[src/rtl/pwm_multicanal.sv]
// pwm_multicanal: multi-channel PWM generator with push-button editing of per-channel frequency and duty
module pwm_multicanal #(
  parameter int N_CH     = 2,
  parameter int FREQ_W   = 4,
  parameter int DUTY_W   = 4,
  parameter int BASE_DIV = 2,
  parameter int FREQ_RST = 0,
  parameter int DUTY_RST = 8,
  localparam int CH_W = (N_CH > 1) ? $clog2(N_CH) : 1,
  localparam int VW   = (FREQ_W > DUTY_W) ? FREQ_W : DUTY_W
) (
  input  logic            clk,
  input  logic            rst,
  input  logic            opcion,
  input  logic            userOpcUp,
  input  logic            userOpcDown,
  input  logic [CH_W-1:0] canal,
  output logic [N_CH-1:0] pwm_out,
  output logic [N_CH-1:0] periodo_fin,
  output logic [VW-1:0]   valor_sel
);
  // prescaler wide enough to hold (2^FREQ_W)*BASE_DIV
  localparam int PW = $clog2((2 ** FREQ_W) * BASE_DIV + 1);
  // bit 0/1: two-flop synchroniser, bit 2: previous synchronised level for edge detection
  logic [2:0] up_r, dn_r;
  logic step_up, step_dn, inc, dec;
  logic [VW-1:0] v_ch [N_CH];
  // synchronise both buttons and remember the last synchronised level
  always_ff @(posedge clk or negedge rst)
    if (!rst) begin
      up_r <= '0;
      dn_r <= '0;
    end else begin
      up_r <= {up_r[1:0], userOpcUp};
      dn_r <= {dn_r[1:0], userOpcDown};
    end
  assign step_up = up_r[1] & ~up_r[2];
  assign step_dn = dn_r[1] & ~dn_r[2];
  // simultaneous up and down steps cancel out
  assign inc = step_up & ~step_dn;
  assign dec = step_dn & ~step_up;
  for (genvar i = 0; i < N_CH; i++) begin : g_ch
    logic [FREQ_W-1:0] f_pend, f_act;
    logic [DUTY_W-1:0] d_pend, d_act, phase;
    logic [PW-1:0] presc, term;
    logic sel, tick, fin, pwm;
    assign sel  = canal == CH_W'(i);
    assign term = (PW'(f_act) + PW'(1)) * PW'(BASE_DIV) - PW'(1);
    assign tick = presc == term;
    assign fin  = tick & (&phase);
    assign periodo_fin[i] = fin;
    assign pwm_out[i] = pwm;
    assign v_ch[i] = opcion ? VW'(d_pend) : VW'(f_pend);
    // saturating edit of the pending value selected by canal/opcion
    always_ff @(posedge clk or negedge rst)
      if (!rst) begin
        f_pend <= FREQ_W'(FREQ_RST);
        d_pend <= DUTY_W'(DUTY_RST);
      end else if (sel) begin
        f_pend <= opcion ? f_pend : (inc && !(&f_pend)) ? f_pend + FREQ_W'(1) : (dec && |f_pend) ? f_pend - FREQ_W'(1) : f_pend;
        d_pend <= !opcion ? d_pend : (inc && !(&d_pend)) ? d_pend + DUTY_W'(1) : (dec && |d_pend) ? d_pend - DUTY_W'(1) : d_pend;
      end
    // free-running prescaler and phase; active settings only change at the period boundary
    always_ff @(posedge clk or negedge rst)
      if (!rst) begin
        f_act <= FREQ_W'(FREQ_RST);
        d_act <= DUTY_W'(DUTY_RST);
        presc <= '0;
        phase <= '0;
        pwm   <= 1'b0;
      end else begin
        presc <= tick ? '0 : presc + PW'(1);
        phase <= tick ? phase + DUTY_W'(1) : phase;
        f_act <= fin ? f_pend : f_act;
        d_act <= fin ? d_pend : d_act;
        pwm   <= phase < d_act;
      end
  end
  // show the pending field of the selected channel, zero for a non-existent channel
  always_comb
    valor_sel = ({1'b0, canal} < (CH_W + 1)'(N_CH)) ? v_ch[canal] : '0;
endmodule

[config.mk]
export PLATFORM = sky130hd
export DESIGN_NAME = pwm_multicanal
export DESIGN_NICKNAME = d
export VERILOG_FILES = /design/src/rtl/pwm_multicanal.sv
export SDC_FILE = /design/constraint.sdc
export NUM_CORES = 1
export LEC_CHECK = 0
export BUFFER_PORTS_ARGS = -buffer_cell sky130_fd_sc_hd__buf_4
export CAP_MARGIN = 30
export CORE_AREA = 3 3 117 91
export DETAILED_ROUTE_END_ITERATION = 7
export DIE_AREA = 0 0 120 94
export GPL_TIMING_DRIVEN = 0
export PLACE_DENSITY = 0.6
export RECOVER_POWER = 100
export REMOVE_ABC_BUFFERS = 1
export SLEW_MARGIN = 20
export SYNTH_ARGS = -nofsm -noshare
export SYNTH_HDL_FRONTEND = slang
export SYNTH_SLANG_ARGS = --single-unit
[constraint.sdc]
create_clock -name clk -period 2.8 [get_ports clk]
set_input_delay 0.42 -clock clk [delete_from_list [all_inputs] [get_ports clk]]
set_output_delay 0.42 -clock clk [all_outputs]
set_load 0.05 [all_outputs]
==> qor.txt, run 1 <==
Initial Util: 0.347
worst relative slew slack: 0.00173
Rows: 31
Post-Syn Area: 0.00332 mm²
crit path DAT: 2.34 ns
Core Region: 0.00958 mm²
minimum clock period: 2.76 ns
RSZ-0062 raised after global routing: true
required time of the worst setup path: 2.38 ns
CP peak stage delay: 0.45 ns
CTS Buf Count: 9
Final nets: 330
Main synth FF type: dfrtp_1
type of origin of the critical path: register
global-route wire length before repair: 10800 µm
routability cong.: 0.740
top cells by area, synth: dfrtp_1 42%, ha_1 7.9%, mux2_2 7.5%, xnor2_1 6.8%, xor2_1 4.5%
total track usage: 0.123
commonest non-fill, non-tap cell in the layout: dfrtp_1
synth warn: 0
CTS root buffer: clkbuf_16
worst clock skew: 0.00484 ns
cell taking the most area after synthesis: dfrtp_1
first-pass detailed-route iteration total: 4
Power Total: 4.75 mW
io pins: 14
TritonCTS Sinks: 60
Critical Path Fanout Max: 6
Antenna Violating Nets Remaining: 0
CP Cell Sequence: ha_4, xor2_2, or3_1, a221oi_2, nand2_2, nor3_4, buf_6
Seq cells post-synth: 60
port buffer count: 13
fillers: 936
Die W: 120 µm
status: finished, violations left
clock-pin transition on the worst setup and hold timing paths: 0.05 ns
Max Freq: 362 MHz
VDD IR max: 579 µV
Hold Crit Class: in2reg
DR vias/cell: 4.90
ratio of cells with drive above 1 in the final layout: 0.227
antenna violations before repair: 0
die area: 0.0113 mm²
Clock Path Buffers: 2
Inserted Diodes: 0
First DRT Iteration DRCs: 67
Routed WL: 6080 µm
number of distinct library cells after synthesis: 43
setup violators final: 0
CP Class: reg2out
Synth-to-Final Area Change: 16.6%
share of the synthesized area in the top cell type: 0.422
Remaining DRCs: 0
chip height: 94 µm
number of global-route vias before repair: 2206
CTS tree: yes
max-slew violation count: 0
worst skew pair latency: 0.32 ns
CP Capture Type: primary output
slowest CP cell: dfrtp_2
DP HPWL: 4110 µm
Post-synth ARST share: 1.00
Via Count: 2135
Multi-input gate area: 0.00177 mm²
Leak: 1.69 nW
Least-Margin Pin Slew: 1.50 ns
FF/Latch Area: 0.00151 mm²
Post-synth EDFFs: 0
Avg Inst Size Synth: 11.8 µm²
largest net degree at the start of global routing: 61
GRT overflow: 0
Mapped Cells: 281
failing checks: max-capacitance violations
worst hold margin: 0.225 ns
hold_buf cts: 0
final hold vios: 0
Final period util: 0.987
pwr/cell area: 1220 mW/mm²
post-route setup TNS: 0 ns
max-cap violations: 1
commonest non-fill, non-tap cells in the layout: 54 x dfrtp_1, 26 x xnor2_1, 22 x mux2_2
DR WL/cell: 13.9 µm
H-tree depth: 3
sequential element share of the synthesized area: 0.453
[registers in the layout, summed over array words and instances, names as in the netlist]
| name | cells |
|---|---|
| g_ch.f_act | 8 |
| up_r | 3 |
| g_ch.phase | 8 |
| g_ch.d_act | 8 |
| g_ch.presc | 12 |
| dn_r | 3 |
| g_ch.pwm | 2 |
| g_ch.f_pend | 8 |
| g_ch.d_pend | 8 |
[final cells by class]
cell class | instances | share of cell area
Tap cell | 132 | 0.0426
Inverter | 11 | 0.0107
Clock buffer | 12 | 0.0662
Sequential cell | 60 | 0.389
Multi-Input combinational cell | 202 | 0.456
Timing Repair Buffer | 15 | 0.0226
Clock inverter | 4 | 0.0123
[critical path, delay by kind of cell, from the launching register on]
kind / cells / cell delay, ns
and+or+nand+nor: 3 / 0.63
adders and majority gates: 1 / 0.28
AOI/OAI and AO/OA: 1 / 0.31
DFF: 1 / 0.45
buffers and inverters: 1 / 0.18
xor gates and xnor gates: 1 / 0.17
[cells in the mapped netlist (2+ instances only)]
cell,n
dfrtp_1,56
xnor2_1,26
mux2_2,22
ha_1,21
nand2_1,18
nor2_1,17
xor2_1,17
inv_1,11
a21o_1,8
nand3_1,8
a21oi_1,7
nand4_1,7
o41ai_1,5
buf_4,4
dfstp_2,4
fa_1,4
mux4_2,4
nor2b_1,4
a211o_1,3
a21boi_0,3
nand2b_1,3
o21ai_0,3
a211oi_1,2
and2_1,2
clkbuf_1,2
nor3_4,2
o211a_1,2
[power by group]
part	internal (mW)	switching (mW)
Sequential	1.24	0.497
Combinational	0.930	0.972
Clock	0.733	0.374
Total	2.90	1.84
[path summary, 6_finish.rpt]
kind	from	end	cells past startpoint	slack (ns)
worst max-delay path	g_ch[0].f_act[0]	periodo_fin[0]	7	0.04
worst min-delay path	userOpcUp	up_r[0]	1	0.23
worst max register to register	g_ch[0].f_act[0]	g_ch[0].f_act[0]	7	0.17
worst min register to register	up_r[0]	up_r[1]	0	0.35
max in group asynchronous	rst	g_ch[0].f_act[1]	1	1.33
min in group asynchronous	rst	g_ch[1].phase[2]	1	0.45
[metrics by stage]
step | cell area (µm²) | cells | util | setup slack (ns)
detailed placement | 3540 | 418 | 0.370 | 0.0410
floorplan | 3280 | 273 | - | -0.405
global placement | 3540 | 418 | 0.370 | 0.0600
global route | 3880 | 436 | 0.405 | -0.0629
finish | 3880 | 436 | 0.405 | 0.0356
CTS | 3890 | 435 | 0.406 | 0.0115
[metal layers]
layer / vias to the layer above / GRT usage / wire length, µm
met4: 0 / 0.0543 / 104
met3: 7 / 0.0397 / 240
li1: 1035 / - / -
met2: 33 / 0.188 / 2870
met1: 1060 / 0.160 / 2870
met5: - / 0 / 0
[logic make-up after synthesis]
family	count (synthesis)	synth area share
simple gates	68	0.110
flops	60	0.453
xor+xnor	43	0.113
compound gates	40	0.0922
mux	26	0.102
fa+ha+maj	25	0.103
buf+inv	19	0.0263
[what timing repair did]
item | 4_1_cts | 5_1_grt
pin swaps | 3 | 1
endpoints found under the hold margin | 0 | 0
cloned | 0 | 0
gates resized for setup | 8 | 2
endpoints found under the setup margin | 2 | 1
setup buffers | 1 | 1
No activity file was read; power rests on OpenSTA's default activity.
==> inputs of run 2 (changes only) <==
- GPL_ROUTABILITY_DRIVEN: not set -> 0
- RECOVER_POWER: 100 -> not set
==> run 2 against run 1 <==
  * The run now ends clean
  * Sequential cell count unchanged
  * Via count down 0.56%
  * Final area up 0.74%
  * Clock-buffer cell count unchanged
  * Register-to-register slack about the same
  * Critical path depth unchanged
  * Maximum frequency about the same
  * Global-route usage unchanged
  * Die area unchanged
  * Non-clock buffer count unchanged
  * Setup slack about the same
  * Critical endpoint unchanged
==> qor.txt, run 2 (synthesis results as in run 1) <==
status: completed
CP Class: reg2out
Clock Power Share: 0.231
Antenna Violating Nets Remaining: 0
Die W: 120 µm
Power Total: 4.80 mW
NetSw: 1.85 mW
hold_buf cts: 0
max-slew violation count: 0
DP HPWL: 4110 µm
power share of the sequential group: 0.363
fin worst setup slack: 0.0353 ns
Routed WL: 6110 µm
Least-Margin Pin Slew: 0.770 ns
io pins: 14
First DRT Iteration DRCs: 76
required time of the worst setup path: 2.38 ns
sw frac: 0.385
GRT overflow: 0
DR WL/cell: 14.0 µm
worst skew pair latency: 0.32 ns
CTS tree: yes
worst hold margin: 0.155 ns
Setup WS pre-CTS: 0.0410 ns
chip height: 94 µm
Clock Path Buffers: 2
Critical Path Fanout Max: 6
final hold vios: 0
antenna violations before repair: 0
ratio of cells with drive above 1 in the final layout: 0.250
minimum clock period: 2.76 ns
Max Freq: 362 MHz
worst relative slew slack: 0.487
Int Pwr: 2.95 mW
post-route insts no fill: 436
port buffer count: 13
type of origin of the critical path: register
Util after Layout: 0.408
placed inst area: 0.00354 mm²
Final period util: 0.987
CTS root buffer: clkbuf_16
RSZ-0062 raised after global routing: true
Hold Crit Class: in2async
DR vias/cell: 4.87
total track usage: 0.123
cell count after placement: 418
commonest non-fill, non-tap cells in the layout: 54 x dfrtp_1, 26 x xnor2_1, 22 x mux2_2
clock-pin transition on the worst setup and hold timing paths: 0.05 ns
die area: 0.0113 mm²
post-route setup TNS: 0 ns
H-tree depth: 3
Leak: 1.72 nW
final design area excluding fillers: 0.00391 mm²
Inserted Diodes: 0
CP Capture Type: primary output
first-pass detailed-route iteration total: 4
CTS Buf Count: 9
crit path DAT: 2.34 ns
max FFs per register: 12
Remaining DRCs: 0
Biggest register: g_ch.presc
largest net degree at the start of global routing: 61
Rows: 31
global-route wire length before repair: 10800 µm
worst clock skew: 0.00469 ns
VDD IR max: 580 µV
TritonCTS Sinks: 60
setup violators final: 0
fillers: 931
Core Region: 0.00958 mm²
Via Count: 2123
combinational fraction of design power: 0.406
max-cap violations: 0
Final nets: 330
commonest non-fill, non-tap cell in the layout: dfrtp_1
Synth-to-Final Area Change: 17.5%
pwr/cell area: 1230 mW/mm²
Initial Util: 0.347
number of global-route vias before repair: 2206
## run 2: cell types whose count changed in the layout (fill, tap and decap cells not counted), sizes merged
cell	previous run	this run
buf	5	15
clkbuf	22	12
## run 2: power groups by stage
stage	logic, mW	registers [mW]	clock network, mW
2_1_floorplan	1.50	1.63	0
3_3_place_gp	1.78	1.73	0
3_5_place_dp	1.84	1.74	0
4_1_cts	1.95	1.74	1.14
5_1_grt	2.20	1.81	1.19
6_report	1.95	1.74	1.11
## run 2: final timing paths
kind	start	end	slack (ns)	cells after the start
worst max-delay path	g_ch[0].f_act[0]	periodo_fin[0]	0.04	7
worst min-delay path	rst	g_ch[1].phase[1]	0.16	1
worst max register to register	g_ch[0].f_act[0]	g_ch[0].f_act[0]	0.17	7
worst min register to register	up_r[0]	up_r[1]	0.35	0
max in group asynchronous	rst	g_ch[0].f_act[1]	2.08	1
min in group clk	userOpcUp	up_r[0]	0.20	1
## run 2: per-layer routing
layer / vias to the layer above / part of all wire / wire length [µm] / track usage
met5: - / 0 / 0 / 0
met4: 0 / 0.017 / 104 / 0.0543
met3: 7 / 0.029 / 180 / 0.0397
met2: 23 / 0.47 / 2870 / 0.188
met1: 1061 / 0.48 / 2950 / 0.160
li1: 1032 / - / - / -
## run 2: final cells by class
class                      instances  area (µm²)  area share
tap                              132         165      0.0423
sequential                        60        1510       0.386
inverter                          11        41.3      0.0106
clock buffer                      12         256      0.0657
multi-input combinational        202        1770       0.453
clock inverter                     4        47.5      0.0122
timing repair buffer              15         116      0.0298
## run 2: what timing repair did
action	4_1_cts	5_1_grt
buffers inserted	1	1
pin swaps	3	1
endpoints found under the setup margin	2	1
gates resized for setup	8	2
## run 2: critical path, cell delays in order (launching register included)
cell	delay (ns)
dfrtp_2	0.45
ha_4	0.28
xor2_2	0.17
or3_1	0.33
a221oi_2	0.31
nand2_2	0.15
nor3_4	0.15
buf_6	0.18
==> inputs of run 3 (changes only) <==
- CORE_AREA: 3 3 117 91 -> 3 3 90 70
- DIE_AREA: 0 0 120 94 -> 0 0 93 73
- PLACE_DENSITY: 0.6 -> 0.89
==> run 3 against run 2 <==
  * Maximum frequency is 0.95% lower
  * Largest power group unchanged
  * Wire length is 4.0% higher
  * Sequential power hardly changed
  * First-iteration DRC count is 2.6% higher
  * Global-route usage is 8.8 points higher
  * Critical path type unchanged
  * Critical endpoint unchanged
  * Clock skew is 0.0014 ns higher
  * Register-to-register slack worse by 0.04 ns
==> qor.txt, run 3 (synthesis results as in run 1) <==
DP HPWL: 4250 µm
Initial Util: 0.614
Biggest register: g_ch.presc
Core Region: 0.00541 mm²
crit path DAT: 2.37 ns
CTS tree: yes
Util after Layout: 0.700
worst clock skew: 0.00607 ns
max FFs per register: 12
H-tree depth: 3
Final period util: 0.997
first-pass detailed-route iteration total: 4
largest net degree at the start of global routing: 61
Least-Margin Pin Slew: 0.737 ns
First DRT Iteration DRCs: 78
clock-pin transition on the worst setup and hold timing paths: 0.07 ns
cell count after placement: 361
Via Count: 2181
Routed WL: 6350 µm
Die W: 93 µm
die area: 0.00679 mm²
required time of the worst setup path: 2.38 ns
GRT overflow: 0
Synth-to-Final Area Change: 13.9%
commonest non-fill, non-tap cells in the layout: 54 x dfrtp_1, 26 x xnor2_1, 22 x mux2_2
final design area excluding fillers: 0.00379 mm²
pwr/cell area: 1240 mW/mm²
Final nets: 334
Clock Path Buffers: 2
port buffer count: 13
TritonCTS Sinks: 60
CTS root buffer: clkbuf_8
worst skew pair latency: 0.34 ns
Antenna Violating Nets Remaining: 0
hold_buf cts: 0
CP Cell Sequence: ha_4, xor2_1, or3_1, a221oi_2, nand2_1, nor3_2, buf_6
CP top delay family: simple AND/OR/NAND/NOR gates
setup violators final: 0
Remaining DRCs: 0
Hold Crit Class: in2async
number of global-route vias before repair: 2283
worst hold margin: 0.132 ns
io pins: 14
antenna violations before repair: 0
VDD IR max: 652 µV
worst relative slew slack: 0.509
Inserted Diodes: 0
placed inst area: 0.00347 mm²
Worst Path Buf+Inv: 1
ratio of cells with drive above 1 in the final layout: 0.250
post-route insts no fill: 383
max-slew violation count: 0
RSZ-0062 raised after global routing: true
type of origin of the critical path: register
Max Freq: 358 MHz
CP peak stage delay: 0.46 ns
commonest non-fill, non-tap cell in the layout: dfrtp_1
minimum clock period: 2.79 ns
DR vias/cell: 5.69
final hold vios: 0
R2R Setup Slk: 0.13 ns
Critical Path Fanout Max: 7
status: completed
chip height: 73 µm
slowest CP cell: dfrtp_2
Leak: 1.70 nW
global-route wire length before repair: 10900 µm
CP Class: reg2out
DR WL/cell: 16.6 µm
CP Capture Type: primary output
total track usage: 0.211
CTS Buf Count: 9
max-cap violations: 0
Rows: 23
-- run 3: cell count changes in the layout (fill, tap and decap cells not counted), moves of 2 or more --
cell and change:
clkbuf_16 -9, clkbuf_8 +7, buf_4 +3, bufinv_16 +2
-- run 3: per-stage QoR --
| step | TNS, ns | worst slack (ns) | total power, mW |
|---|---|---|---|
| after floorplan | -0.405 | -0.405 | 3.13 |
| after global placement | 0 | 0.122 | 3.47 |
| after detailed placement | 0 | 0.0389 | 3.60 |
| after CTS | 0 | 0.00198 | 4.63 |
| after global routing | -0.110 | -0.110 | 5.02 |
| final | 0 | 0.00892 | 4.68 |
-- run 3: final cells by class --
class                      count  area, µm²
timing repair buffer          19        159
inverter                      11       41.3
sequential                    60       1510
tap                           75       93.8
clock inverter                 5        100
multi-input combinational    202       1750
fill                         401       1620
clock buffer                  11        131
-- run 3: power by group --
group	switching (mW)	total, mW	internal (mW)	leakage, nW
sequential	0.502	1.74	1.24	0.717
clock	0.323	0.912	0.588	0.117
combinational	1.01	2.03	1.02	0.863
total	1.84	4.68	2.85	1.70
-- run 3: layer usage --
layer | routed length [µm] | up-vias | GRT usage
li1 | - | 1042 | -
met1 | 2920 | 1093 | 0.270
met2 | 3100 | 32 | 0.338
met3 | 210 | 14 | 0.0691
met4 | 122 | 0 | 0.0780
met5 | 0 | - | 0
-- run 3: what timing repair did --
action                                  in CTS  in global routing
gates resized for setup                      5                  2
pin swaps                                    5                  3
endpoints found under the setup margin       2                  9
buffers inserted                             2                  4
-- run 3: path summary, 6_finish.rpt --
path	from	end	cells after the start
worst max-delay path	g_ch[0].f_act[0]	periodo_fin[0]	7
worst min-delay path	rst	g_ch[1].d_pend[1]	1
worst max register to register	g_ch[0].f_act[0]	g_ch[0].d_act[2]	9
worst min register to register	up_r[0]	up_r[1]	0
max in group asynchronous	rst	g_ch[0].f_act[1]	1
min in group clk	userOpcUp	up_r[0]	1
